===== config.mk =====
export PLATFORM = sky130hd
export DESIGN_NAME = pipe_hazard_ctrl
export DESIGN_NICKNAME = d
export VERILOG_FILES = /design/src/rtl/pipe_hazard_ctrl_pkg.sv /design/src/rtl/pipe_hazard_ctrl_fwd_unit.sv /design/src/rtl/pipe_hazard_ctrl.sv
export SDC_FILE = /design/constraint.sdc
export NUM_CORES = 1
export LEC_CHECK = 0
export CAP_MARGIN = 20
export CELL_PAD_IN_SITES_DETAIL_PLACEMENT = 1
export CELL_PAD_IN_SITES_GLOBAL_PLACEMENT = 2
export CORE_ASPECT_RATIO = 1.4
export CORE_MARGIN = 2
export CORE_UTILIZATION = 17
export DETAILED_ROUTE_END_ITERATION = 7
export HOLD_SLACK_MARGIN = 0.15
export PLACE_DENSITY = 0.75
export SYNTH_ARGS = -nofsm -noshare
export SYNTH_HDL_FRONTEND = slang
export SYNTH_SLANG_ARGS = --single-unit

===== constraint.sdc =====
create_clock -name clk -period 1.8 [get_ports clk]
set_input_delay 0.45 -clock clk [delete_from_list [all_inputs] [get_ports clk]]
set_output_delay 0.45 -clock clk [all_outputs]
set_load 0.01 [all_outputs]

===== src/rtl/pipe_hazard_ctrl_pkg.sv =====
// ---------------------------------------------------------------------------
// pipe_ctrl_pkg
// Shared types and constants for the 3-stage core sequencing/hazard control.
//   ctrl_state_t : controller FSM states (HOLD, RUN, MEM_WAIT)
//   fwd_sel_t    : operand forwarding select encoding for the FD stage
//   NOP_INST     : instruction word loaded into the FD buffer on a flush
//   fwd_select() : maps a forwarding hit plus load flag to a select code
// ---------------------------------------------------------------------------
package pipe_ctrl_pkg;

    typedef enum logic [1:0] {
        HOLD     = 2'd0,
        RUN      = 2'd1,
        MEM_WAIT = 2'd2
    } ctrl_state_t;

    typedef enum logic [1:0] {
        FWD_RF   = 2'd0,
        FWD_ALU  = 2'd1,
        FWD_LOAD = 2'd2
    } fwd_sel_t;

    // addi x0, x0, 0
    localparam logic [31:0] NOP_INST = 32'h0000_0013;

    // A load result only exists after the memory stage, so a hit on a load
    // must take the load-data path rather than the ALU result.
    function automatic fwd_sel_t fwd_select(input logic hit, input logic is_load);
        fwd_sel_t sel;
        if (!hit) begin
            sel = FWD_RF;
        end else if (is_load) begin
            sel = FWD_LOAD;
        end else begin
            sel = FWD_ALU;
        end
        return sel;
    endfunction

endpackage


===== src/rtl/pipe_hazard_ctrl_fwd_unit.sv =====
// ---------------------------------------------------------------------------
// fwd_unit
// Combinational forwarding compare for one FD source operand against the
// instruction currently in MW.
// Ports:
//   rs_i         : source register index of the FD instruction
//   use_rs_i     : FD instruction actually reads this operand
//   mw_valid_i   : MW stage holds a real (non-bubble) instruction
//   mw_reg_wr_i  : MW instruction writes the register file
//   mw_rd_i      : MW destination register index
//   mw_is_load_i : MW instruction is a load
//   sel_o        : forwarding select (FWD_RF / FWD_ALU / FWD_LOAD)
// ---------------------------------------------------------------------------
module fwd_unit
    import pipe_ctrl_pkg::*;
#(
    parameter int unsigned REG_INDEX_WIDTH = 5
) (
    input  logic [REG_INDEX_WIDTH-1:0] rs_i,
    input  logic                       use_rs_i,
    input  logic                       mw_valid_i,
    input  logic                       mw_reg_wr_i,
    input  logic [REG_INDEX_WIDTH-1:0] mw_rd_i,
    input  logic                       mw_is_load_i,
    output fwd_sel_t                   sel_o
);

    logic hit_s;

    // Operand match against MW; x0 is hardwired to zero and never forwarded.
    always_comb begin
        hit_s = 1'b0;
        if (use_rs_i && mw_valid_i && mw_reg_wr_i &&
            (mw_rd_i == rs_i) && (rs_i != {REG_INDEX_WIDTH{1'b0}})) begin
            hit_s = 1'b1;
        end else begin
            hit_s = 1'b0;
        end
    end

    // Select encoding from hit and load flag.
    always_comb begin
        sel_o = fwd_select(hit_s, mw_is_load_i);
    end

endmodule


===== src/rtl/pipe_hazard_ctrl.sv =====
// ---------------------------------------------------------------------------
// pipe_hazard_ctrl
// Sequencing and hazard controller for the Fetch / FD / MW core.
// Holds the core frozen for RST_HOLD_CYCLES after reset, freezes on a
// multi-cycle data-memory access, redirects the PC on a taken branch with a
// one-cycle flush, and drives FD operand forwarding selects.
// Optional build macro: PIPE_HAZARD_CTRL_PERF_EN adds stall/flush/retire
// performance counters (stall_cnt_o, flush_cnt_o, retire_cnt_o).
// Ports:
//   clk, reset          : clock, synchronous active-high reset
//   fd_rs1_i/fd_rs2_i   : FD source register indices
//   fd_use_rs1_i/rs2_i  : FD instruction reads rs1/rs2
//   fd_br_taken_i       : raw taken decision from the branch comparator
//   mw_rd_i, mw_reg_wr_i, mw_is_load_i, mw_mem_i : MW instruction info
//   mem_ready_i         : data memory completes this cycle
//   mem_req_o           : data memory request
//   pc_en_o, pc_redirect_o          : PC enable and PC mux select
//   fd_en_o, fd_flush_o             : FD buffer enable / clear to NOP
//   mw_en_o, mw_bubble_o            : MW buffer enable / load bubble
//   fwd_a_o, fwd_b_o                : rs1/rs2 forwarding selects
//   stall_o                         : pipeline frozen this cycle
// ---------------------------------------------------------------------------
module pipe_hazard_ctrl
    import pipe_ctrl_pkg::*;
#(
    parameter int unsigned RST_HOLD_CYCLES = 4,
    parameter int unsigned REG_INDEX_WIDTH = 5,
    parameter int unsigned CNT_WIDTH       = 32
) (
    input  logic                       clk,
    input  logic                       reset,
    input  logic [REG_INDEX_WIDTH-1:0] fd_rs1_i,
    input  logic [REG_INDEX_WIDTH-1:0] fd_rs2_i,
    input  logic                       fd_use_rs1_i,
    input  logic                       fd_use_rs2_i,
    input  logic                       fd_br_taken_i,
    input  logic [REG_INDEX_WIDTH-1:0] mw_rd_i,
    input  logic                       mw_reg_wr_i,
    input  logic                       mw_is_load_i,
    input  logic                       mw_mem_i,
    input  logic                       mem_ready_i,
    output logic                       mem_req_o,
    output logic                       pc_en_o,
    output logic                       pc_redirect_o,
    output logic                       fd_en_o,
    output logic                       fd_flush_o,
    output logic                       mw_en_o,
    output logic                       mw_bubble_o,
    output logic [1:0]                 fwd_a_o,
    output logic [1:0]                 fwd_b_o,
    output logic                       stall_o
`ifdef PIPE_HAZARD_CTRL_PERF_EN
    ,
    output logic [CNT_WIDTH-1:0]       stall_cnt_o,
    output logic [CNT_WIDTH-1:0]       flush_cnt_o,
    output logic [CNT_WIDTH-1:0]       retire_cnt_o
`endif
);

    localparam int unsigned HOLD_W = (RST_HOLD_CYCLES > 1) ? $clog2(RST_HOLD_CYCLES) : 1;
    localparam logic [HOLD_W-1:0] HOLD_INIT = HOLD_W'(RST_HOLD_CYCLES - 1);

    // Elaboration-time parameter sanity checks.
    if (RST_HOLD_CYCLES < 1) begin : g_hold_check
        $error("RST_HOLD_CYCLES must be at least 1");
    end
    if (CNT_WIDTH < 1) begin : g_cnt_check
        $error("CNT_WIDTH must be at least 1");
    end

    ctrl_state_t       state_r;
    ctrl_state_t       state_nxt_s;
    logic [HOLD_W-1:0] hold_cnt_r;
    logic [HOLD_W-1:0] hold_cnt_nxt_s;
    logic              fd_valid_r;
    logic              mw_valid_r;

    logic              in_hold_s;
    logic              mem_pend_s;
    logic              mem_wait_s;
    logic              stall_s;
    logic              redirect_s;
    fwd_sel_t          fwd_a_s;
    fwd_sel_t          fwd_b_s;

    // Freeze and redirect conditions shared by FSM, valid tracking and outputs.
    always_comb begin
        in_hold_s  = (state_r == HOLD);
        mem_pend_s = mw_valid_r & mw_mem_i;
        // A zero-wait memory (ready in the request cycle) never freezes.
        mem_wait_s = mem_pend_s & ~mem_ready_i;
        stall_s    = in_hold_s | mem_wait_s;
        // A branch seen while frozen simply waits; fd_valid_r and the FD
        // buffer are held, so it fires on the first unfrozen cycle.
        redirect_s = fd_br_taken_i & fd_valid_r & ~stall_s;
    end

    // FSM next-state and post-reset hold countdown.
    always_comb begin
        state_nxt_s    = state_r;
        hold_cnt_nxt_s = hold_cnt_r;
        case (state_r)
            HOLD: begin
                if (hold_cnt_r == {HOLD_W{1'b0}}) begin
                    state_nxt_s = RUN;
                end else begin
                    hold_cnt_nxt_s = hold_cnt_r - HOLD_W'(1);
                end
            end
            RUN: begin
                if (mem_wait_s) begin
                    state_nxt_s = MEM_WAIT;
                end else begin
                    state_nxt_s = RUN;
                end
            end
            MEM_WAIT: begin
                if (mem_wait_s) begin
                    state_nxt_s = MEM_WAIT;
                end else begin
                    state_nxt_s = RUN;
                end
            end
            default: begin
                state_nxt_s    = HOLD;
                hold_cnt_nxt_s = HOLD_INIT;
            end
        endcase
    end

    // State register, hold counter and per-stage valid bits.
    always_ff @(posedge clk) begin
        if (reset) begin
            state_r    <= HOLD;
            hold_cnt_r <= HOLD_INIT;
            fd_valid_r <= 1'b0;
            mw_valid_r <= 1'b0;
        end else begin
            state_r    <= state_nxt_s;
            hold_cnt_r <= hold_cnt_nxt_s;
            if (!stall_s) begin
                // A redirect flushes FD, so the slot behind the branch is empty.
                fd_valid_r <= ~redirect_s;
                mw_valid_r <= fd_valid_r;
            end else begin
                fd_valid_r <= fd_valid_r;
                mw_valid_r <= mw_valid_r;
            end
        end
    end

    // Per-operand forwarding compare.
    fwd_unit #(
        .REG_INDEX_WIDTH (REG_INDEX_WIDTH)
    ) u_fwd_a (
        .rs_i         (fd_rs1_i),
        .use_rs_i     (fd_use_rs1_i),
        .mw_valid_i   (mw_valid_r),
        .mw_reg_wr_i  (mw_reg_wr_i),
        .mw_rd_i      (mw_rd_i),
        .mw_is_load_i (mw_is_load_i),
        .sel_o        (fwd_a_s)
    );

    fwd_unit #(
        .REG_INDEX_WIDTH (REG_INDEX_WIDTH)
    ) u_fwd_b (
        .rs_i         (fd_rs2_i),
        .use_rs_i     (fd_use_rs2_i),
        .mw_valid_i   (mw_valid_r),
        .mw_reg_wr_i  (mw_reg_wr_i),
        .mw_rd_i      (mw_rd_i),
        .mw_is_load_i (mw_is_load_i),
        .sel_o        (fwd_b_s)
    );

    // Pipeline control outputs derived from the freeze/redirect decision.
    always_comb begin
        mem_req_o     = 1'b0;
        pc_en_o       = 1'b0;
        fd_en_o       = 1'b0;
        mw_en_o       = 1'b0;
        pc_redirect_o = 1'b0;
        fd_flush_o    = 1'b0;
        mw_bubble_o   = 1'b0;
        if (in_hold_s) begin
            mem_req_o = 1'b0;
        end else begin
            // Request stays up through MEM_WAIT because MW is frozen.
            mem_req_o = mem_pend_s;
        end
        if (!stall_s) begin
            pc_en_o       = 1'b1;
            fd_en_o       = 1'b1;
            mw_en_o       = 1'b1;
            pc_redirect_o = redirect_s;
            fd_flush_o    = redirect_s;
            // An empty FD slot must not write a register or memory in MW.
            mw_bubble_o   = ~fd_valid_r;
        end else begin
            pc_en_o       = 1'b0;
            fd_en_o       = 1'b0;
            mw_en_o       = 1'b0;
            pc_redirect_o = 1'b0;
            fd_flush_o    = 1'b0;
            mw_bubble_o   = 1'b0;
        end
        stall_o = stall_s;
        fwd_a_o = fwd_a_s;
        fwd_b_o = fwd_b_s;
    end

`ifdef PIPE_HAZARD_CTRL_PERF_EN
    logic [CNT_WIDTH-1:0] stall_cnt_r;
    logic [CNT_WIDTH-1:0] flush_cnt_r;
    logic [CNT_WIDTH-1:0] retire_cnt_r;

    // Performance counters; memory-wait stalls only, wrap naturally.
    always_ff @(posedge clk) begin
        if (reset) begin
            stall_cnt_r  <= {CNT_WIDTH{1'b0}};
            flush_cnt_r  <= {CNT_WIDTH{1'b0}};
            retire_cnt_r <= {CNT_WIDTH{1'b0}};
        end else begin
            if (stall_s && !in_hold_s) begin
                stall_cnt_r <= stall_cnt_r + CNT_WIDTH'(1);
            end else begin
                stall_cnt_r <= stall_cnt_r;
            end
            if (redirect_s) begin
                flush_cnt_r <= flush_cnt_r + CNT_WIDTH'(1);
            end else begin
                flush_cnt_r <= flush_cnt_r;
            end
            if (mw_valid_r && !stall_s) begin
                retire_cnt_r <= retire_cnt_r + CNT_WIDTH'(1);
            end else begin
                retire_cnt_r <= retire_cnt_r;
            end
        end
    end

    // Counter output drive.
    always_comb begin
        stall_cnt_o  = stall_cnt_r;
        flush_cnt_o  = flush_cnt_r;
        retire_cnt_o = retire_cnt_r;
    end
`endif

endmodule


## Yosys cells after proc, flatten, opt, wreduce, memory -nomap -nowiden

Index checks and enable logic that the tools add are counted.

- Add/subtract/negate cells: 1
- Eq/ne operators: 6
- Mux-type cells: 14
- Bitwise operators: 10
- Reduce and logical (&&, ||, !) cells: 14

Operators with widths:

| operator | number |
|---|---|
| 2-bit two-way mux | 6 |
| 5-bit equality test | 2 |
| 5-bit nonzero test | 2 |
| 1-bit logical AND | 8 |
| 2-bit one-hot mux with 2 select lines | 2 |
| 1-bit two-way mux | 6 |
| 1-bit NOT | 5 |
| 1-bit AND | 4 |
| 2-bit logical NOT | 2 |
| 2-bit by 1-bit equality test with 1-bit output, second input constant | 1 |
| 2-bit equality test, second input constant | 1 |
| 2-bit by 1-bit != test with 1-bit output, second input constant | 1 |
| 2-bit != test, second input constant | 1 |
| 2-bit AND reduction | 1 |
| 2-bit OR reduction | 1 |
| 2-bit by 1-bit subtractor with 2-bit output, second input constant | 1 |
| 1-bit OR | 1 |

- Flip-flop bits (word level): 6
- Bits of input ports: 24
- Output and inout port bits: 12
- Logic and storage cells: 49

## Longest topological paths before layout

- Depth in word-level cells: 6
- Gate-level depth with buffers: 6
- Mapped depth without buffers: 6

## Modules after synthesis

A second synthesis with hierarchy kept.

- Cell total of the unflattened synthesis: 68
- Area, all modules: 546.8 um^2

Modules (own cells, without submodules):

| module | instances | cells an instance | area an instance (um^2) | seq. area each (um^2) |
|---|---|---|---|---|
| pipe_hazard_ctrl | 1 | 42 | 356.6 | 120.1 |
| fwd_unit | 2 | 13 | 95.1 | 0.0 |

## Least setup slack after synthesis

No wires, ideal clock.

- Path kind: reg-to-output
- Start point: register state_r[0]
- End point: output port pc_redirect_o
- Arrival: 1.324 ns
- Required time: 1.350 ns
- Slack: 0.026 ns
- Stages on the path, launching flop included: 7
- Buffers on the path: 1
- Path through: dfxtp_1 > inv_1 > ha_1 > or2_4 > inv_4 > and3_4 > buf_4

- Word-level cells in the longest chain between the ends: 5

RTL lines:

| what | line | text |
|---|---|---|
| start, declared | pipe_hazard_ctrl.sv:71 | `ctrl_state_t state_r;` |
| start signal, assigned | pipe_hazard_ctrl.sv:139 | `state_r <= state_nxt_s;` |
| 2-bit logical NOT * | pipe_hazard_ctrl.sv:88 | `in_hold_s = (state_r == HOLD);` |
| 1-bit OR * | pipe_hazard_ctrl.sv:92 | `stall_s = in_hold_s \| mem_wait_s;` |
| net stall_o | pipe_hazard_ctrl.sv:51 | `output logic stall_o` |
| 1-bit NOT | pipe_hazard_ctrl.sv:95 | `redirect_s = fd_br_taken_i & fd_valid_r & ~stall_s;` |
| 1-bit AND | pipe_hazard_ctrl.sv:95 |  |
| 1-bit two-way mux * | - |  |
| end, declared | pipe_hazard_ctrl.sv:44 | `output logic pc_redirect_o,` |

Mark *: on every way through the listed nets, which the timed path passes. The rest lies on a longest branch.

## Final worst setup path

- Start point: input port fd_rs1_i[2]
- End point: output port fwd_a_o[0]

- Word-level cells in the longest chain between the ends: 5
- Elaborated cells on any way between the ends: 6
- Classes of those cells: 1 x eq/ne; 2 x mux; 3 x reduce/logical

RTL lines:

| what | line | text |
|---|---|---|
| start, declared | pipe_hazard_ctrl.sv:32 | `input logic [REG_INDEX_WIDTH-1:0] fd_rs1_i,` |
| 5-bit equality test | pipe_hazard_ctrl_fwd_unit.sv:34 | `(mw_rd_i == rs_i) && (rs_i != {REG_INDEX_WIDTH{1'b0}})) begin` |
| 1-bit logical AND | pipe_hazard_ctrl_fwd_unit.sv:33 | `if (use_rs_i && mw_valid_i && mw_reg_wr_i &&` |
| 1-bit logical AND * | pipe_hazard_ctrl_fwd_unit.sv:34 |  |
| 1-bit two-way mux * | pipe_hazard_ctrl_fwd_unit.sv:33 |  |
| 2-bit two-way mux * | pipe_hazard_ctrl_pkg.sv:30 | `if (!hit) begin` |
| end, declared | pipe_hazard_ctrl.sv:49 | `output logic [1:0] fwd_a_o,` |

Every way passes the cells marked *; elsewhere a longest branch is shown, timed or not.

==> flow_metrics.env <==
export IMPL_grt_pass1_vias=775
export IMPL_routed_wl_um=2090
export IMPL_rr_worst_depth=8
export IMPL_cp_start_kind="input pin"
export IMPL_drtPass1Iterations=3
export IMPL_slowest_stage="nor3_2"
export IMPL_drv_cap=0
export IMPL_grt_max_degree=7
export IMPL_ios=36
export IMPL_timing_fmax_mhz=553
export IMPL_syn2layout_area_growth_pct=103
export IMPL_drc=0
export IMPL_antenna_cells=0
export IMPL_clock_tree_root_cell="clkbuf_8"
export IMPL_synth_ff_type="dfxtp_1"
export IMPL_gp_congestion=0.767
export IMPL_clock_path_buffers=2
export IMPL_cts_max_level=1
export IMPL_cts_clk_slew_worst_paths_ns=0.04
export IMPL_synth_cells=74
export IMPL_comb_power_share=0.464
export IMPL_worstHoldPathCells=2
export IMPL_wl_per_cell_um=13.0
export IMPL_ys_async_sr_fraction=0
export IMPL_dp_cells=155
export IMPL_fin_nets=151
export IMPL_crit_fanout=2
export IMPL_regArea_um2=124
export IMPL_antenna_found_initial=0
export IMPL_fin_ws_ns=-0.00883
export IMPL_regToRegStartpoint="mw_valid_r$_SDFFE_PP0P_"
export IMPL_drive_gt1_frac=0.582
export IMPL_antenna_left=0
export IMPL_regToRegSetupSlack_ns=0.34
export IMPL_timing_final_crit_share=1.00
export IMPL_status="complete, but fails checks"
export IMPL_cp_data_required_time_ns=1.35
export IMPL_min_period_ns=1.81
export IMPL_synth_edff_count=0
export IMPL_arrival_ns=1.36
export IMPL_seq_area_frac_synth=0.221
export IMPL_timing_rr_end="fd_valid_r$_SDFFE_PP0P_"
export IMPL_drt_vias_per_instance=4.39
export IMPL_multi_input_area_um2=464
export IMPL_clk_latency_ns=0.23
export IMPL_setup_viol=3
export IMPL_synth_distinct_cells=27
export IMPL_die_area_mm2=0.00367
export IMPL_ir_worst_vdd_uv=487
export IMPL_layout_common_cells="13 x buf_2, 13 x buf_4, 10 x nor2_1, 10 x buf_6, 6 x a21oi_1"
export IMPL_whs_endpoint="mw_valid_r$_SDFFE_PP0P_"
export IMPL_tightest_slew_ns=0.394
export IMPL_p_int_uw=491
export IMPL_hold_slack_ns=0.526
export IMPL_yosysWarnings=0
export IMPL_slew_viol_final=0
export IMPL_sw_frac_of_total=0.337
export IMPL_place_hpwl_um=1660
export IMPL_grt_pass1_wl_um=3330
export IMPL_cts_sinks=6
export IMPL_cts_tree="built"
export IMPL_die_h_um=70.9
export IMPL_start_util=0.176
export IMPL_layout_cells_non_filler=161
export IMPL_first_iter_violations=5
export IMPL_violations="setup timing"
export IMPL_tns_ns=-0.0224
export IMPL_sequentialPowerShare=0.251
export IMPL_grt_ovfl_total=0
export IMPL_syn_area_per_cell_um2=7.34
export IMPL_worstPathCellList="buf_6 > xor2_1 > nor3_2 > nand3_2 > a211oi_2 > buf_2"
export IMPL_cts_buffers_inserted=3
export IMPL_fill_cells=386
export IMPL_clock_skew_ns=0.00312
export IMPL_syn_area_um2=543
export IMPL_rsz0062_at_grt="yes"
export IMPL_hold_path_class="reg2reg"
export IMPL_hold_viol=0
export IMPL_leakagePower_uw=0.000514
export IMPL_crit_type="in2out"
export IMPL_power_density_mw_per_mm2=674
export IMPL_ys_seq_elements=6
export IMPL_switchingPower_uw=250
export IMPL_min_delay_start="fd_valid_r$_SDFFE_PP0P_"
export IMPL_maxSlewHeadroom=0.734
export IMPL_die_width_um=51.8
export IMPL_end_kind="output pin"
export IMPL_syn_nets=101
export IMPL_slowest_delay_ns=0.21
export IMPL_hold_buffers=0
export IMPL_pwr_share_clk=0.285
export IMPL_rows=24
export IMPL_fp_coreArea_mm2=0.00309
export IMPL_num_vias=707
export IMPL_track_usage=0.121
export IMPL_port_buffers=35
==> registers in the layout, summed over array words and instances (netlist names) <==
| signal | cells |
|---|---|
| state_r | 2 |
| hold_cnt_r | 2 |
| fd_valid_r | 1 |
| mw_valid_r | 1 |
==> area by class of cell <==
cell class              count  area share
multi-input cells          56       0.422
repair buffers             48       0.350
flip-flops and latches      6       0.113
well taps                  39      0.0444
clock buffers               3      0.0375
inverters                   9      0.0330
==> stage by stage <==
stage	setup WS, ns	util	power [uW]	cell area [um2]
after floorplan	0.0261	-	360	543
after global placement	-0.933	0.322	509	995
after detailed placement	-0.884	0.322	522	995
after CTS	-0.0239	0.343	739	1060
after global routing	-0.0656	0.356	794	1100
final	-0.00883	0.356	741	1100
==> worst max-delay path: cells and delay by family <==
family          cells  cell delay, ns
compound gates      1            0.16
xor+xnor            1            0.17
buf+inv             2            0.25
simple gates        2            0.32
==> synth_stat cells (all sizes together) (2+ instances only) <==
cell type  instances  area (um2)
nand2b             2        12.5
nor2b              2        12.5
or2                5        33.8
o21ai              2        10.0
xnor2              2        17.5
a211oi             2        15.0
dfxtp              6         120
a21oi              6        30.0
ha                 3        37.5
xor2               4        35.0
nand3              2        10.0
buf                3        22.5
nor2              11        41.3
inv                9        36.3
nand2              3        11.3
nor3               4        25.0
==> worst max path at each step <==
stage | from | to | slack, ns | cells after the start
global placement | mw_rd_i[2] | fwd_b_o[1] | -0.93 | 6
detailed placement | mw_rd_i[2] | fwd_b_o[1] | -0.88 | 6
finish | fd_rs1_i[2] | fwd_a_o[0] | -0.009 | 6
global route | mw_rd_i[4] | fwd_a_o[0] | -0.07 | 6
CTS | mw_valid_r$_SDFFE_PP0P_ | fd_flush_o | -0.02 | 5
floorplan | state_r[0]$_SDFFE_PP0P_ | pc_redirect_o | 0.03 | 6
==> layer usage <==
| layer | global-route usage | wire (um) | up-vias |
|---|---|---|---|
| met4 | 0.0614 | 36 | 0 |
| met2 | 0.236 | 1180 | 30 |
| met1 | 0.114 | 731 | 330 |
| met3 | 0.0190 | 139 | 3 |
| li1 | - | - | 344 |
| met5 | 0 | 0 | - |
==> power by group through the flow <==
stage	Sequential [uW]	Clock (uW)	Combinational, uW
after CTS	187	222	330
after global placement	185	0	324
final	186	211	344
after floorplan	181	0	179
after global routing	190	225	379
after detailed placement	187	0	335
==> logic make-up (layout without fill, tap and decap cells) <==
group	count (synthesis)	in the layout	share of synthesized area
AOI/OAI and AO/OA	15	15	0.187
DFF	6	6	0.221
adders and majority gates	3	3	0.0691
buffers and inverters	12	60	0.108
xor gates and xnor gates	6	6	0.0968
and+or+nand+nor	32	32	0.318
==> timing repair <==
action                                  in CTS  in global routing
resized for setup                          137                  7
setup buffers                                3                  1
pin swaps                                   19                  1
endpoints found under the setup margin      12                  9
(Power assumes the default switching activity.)
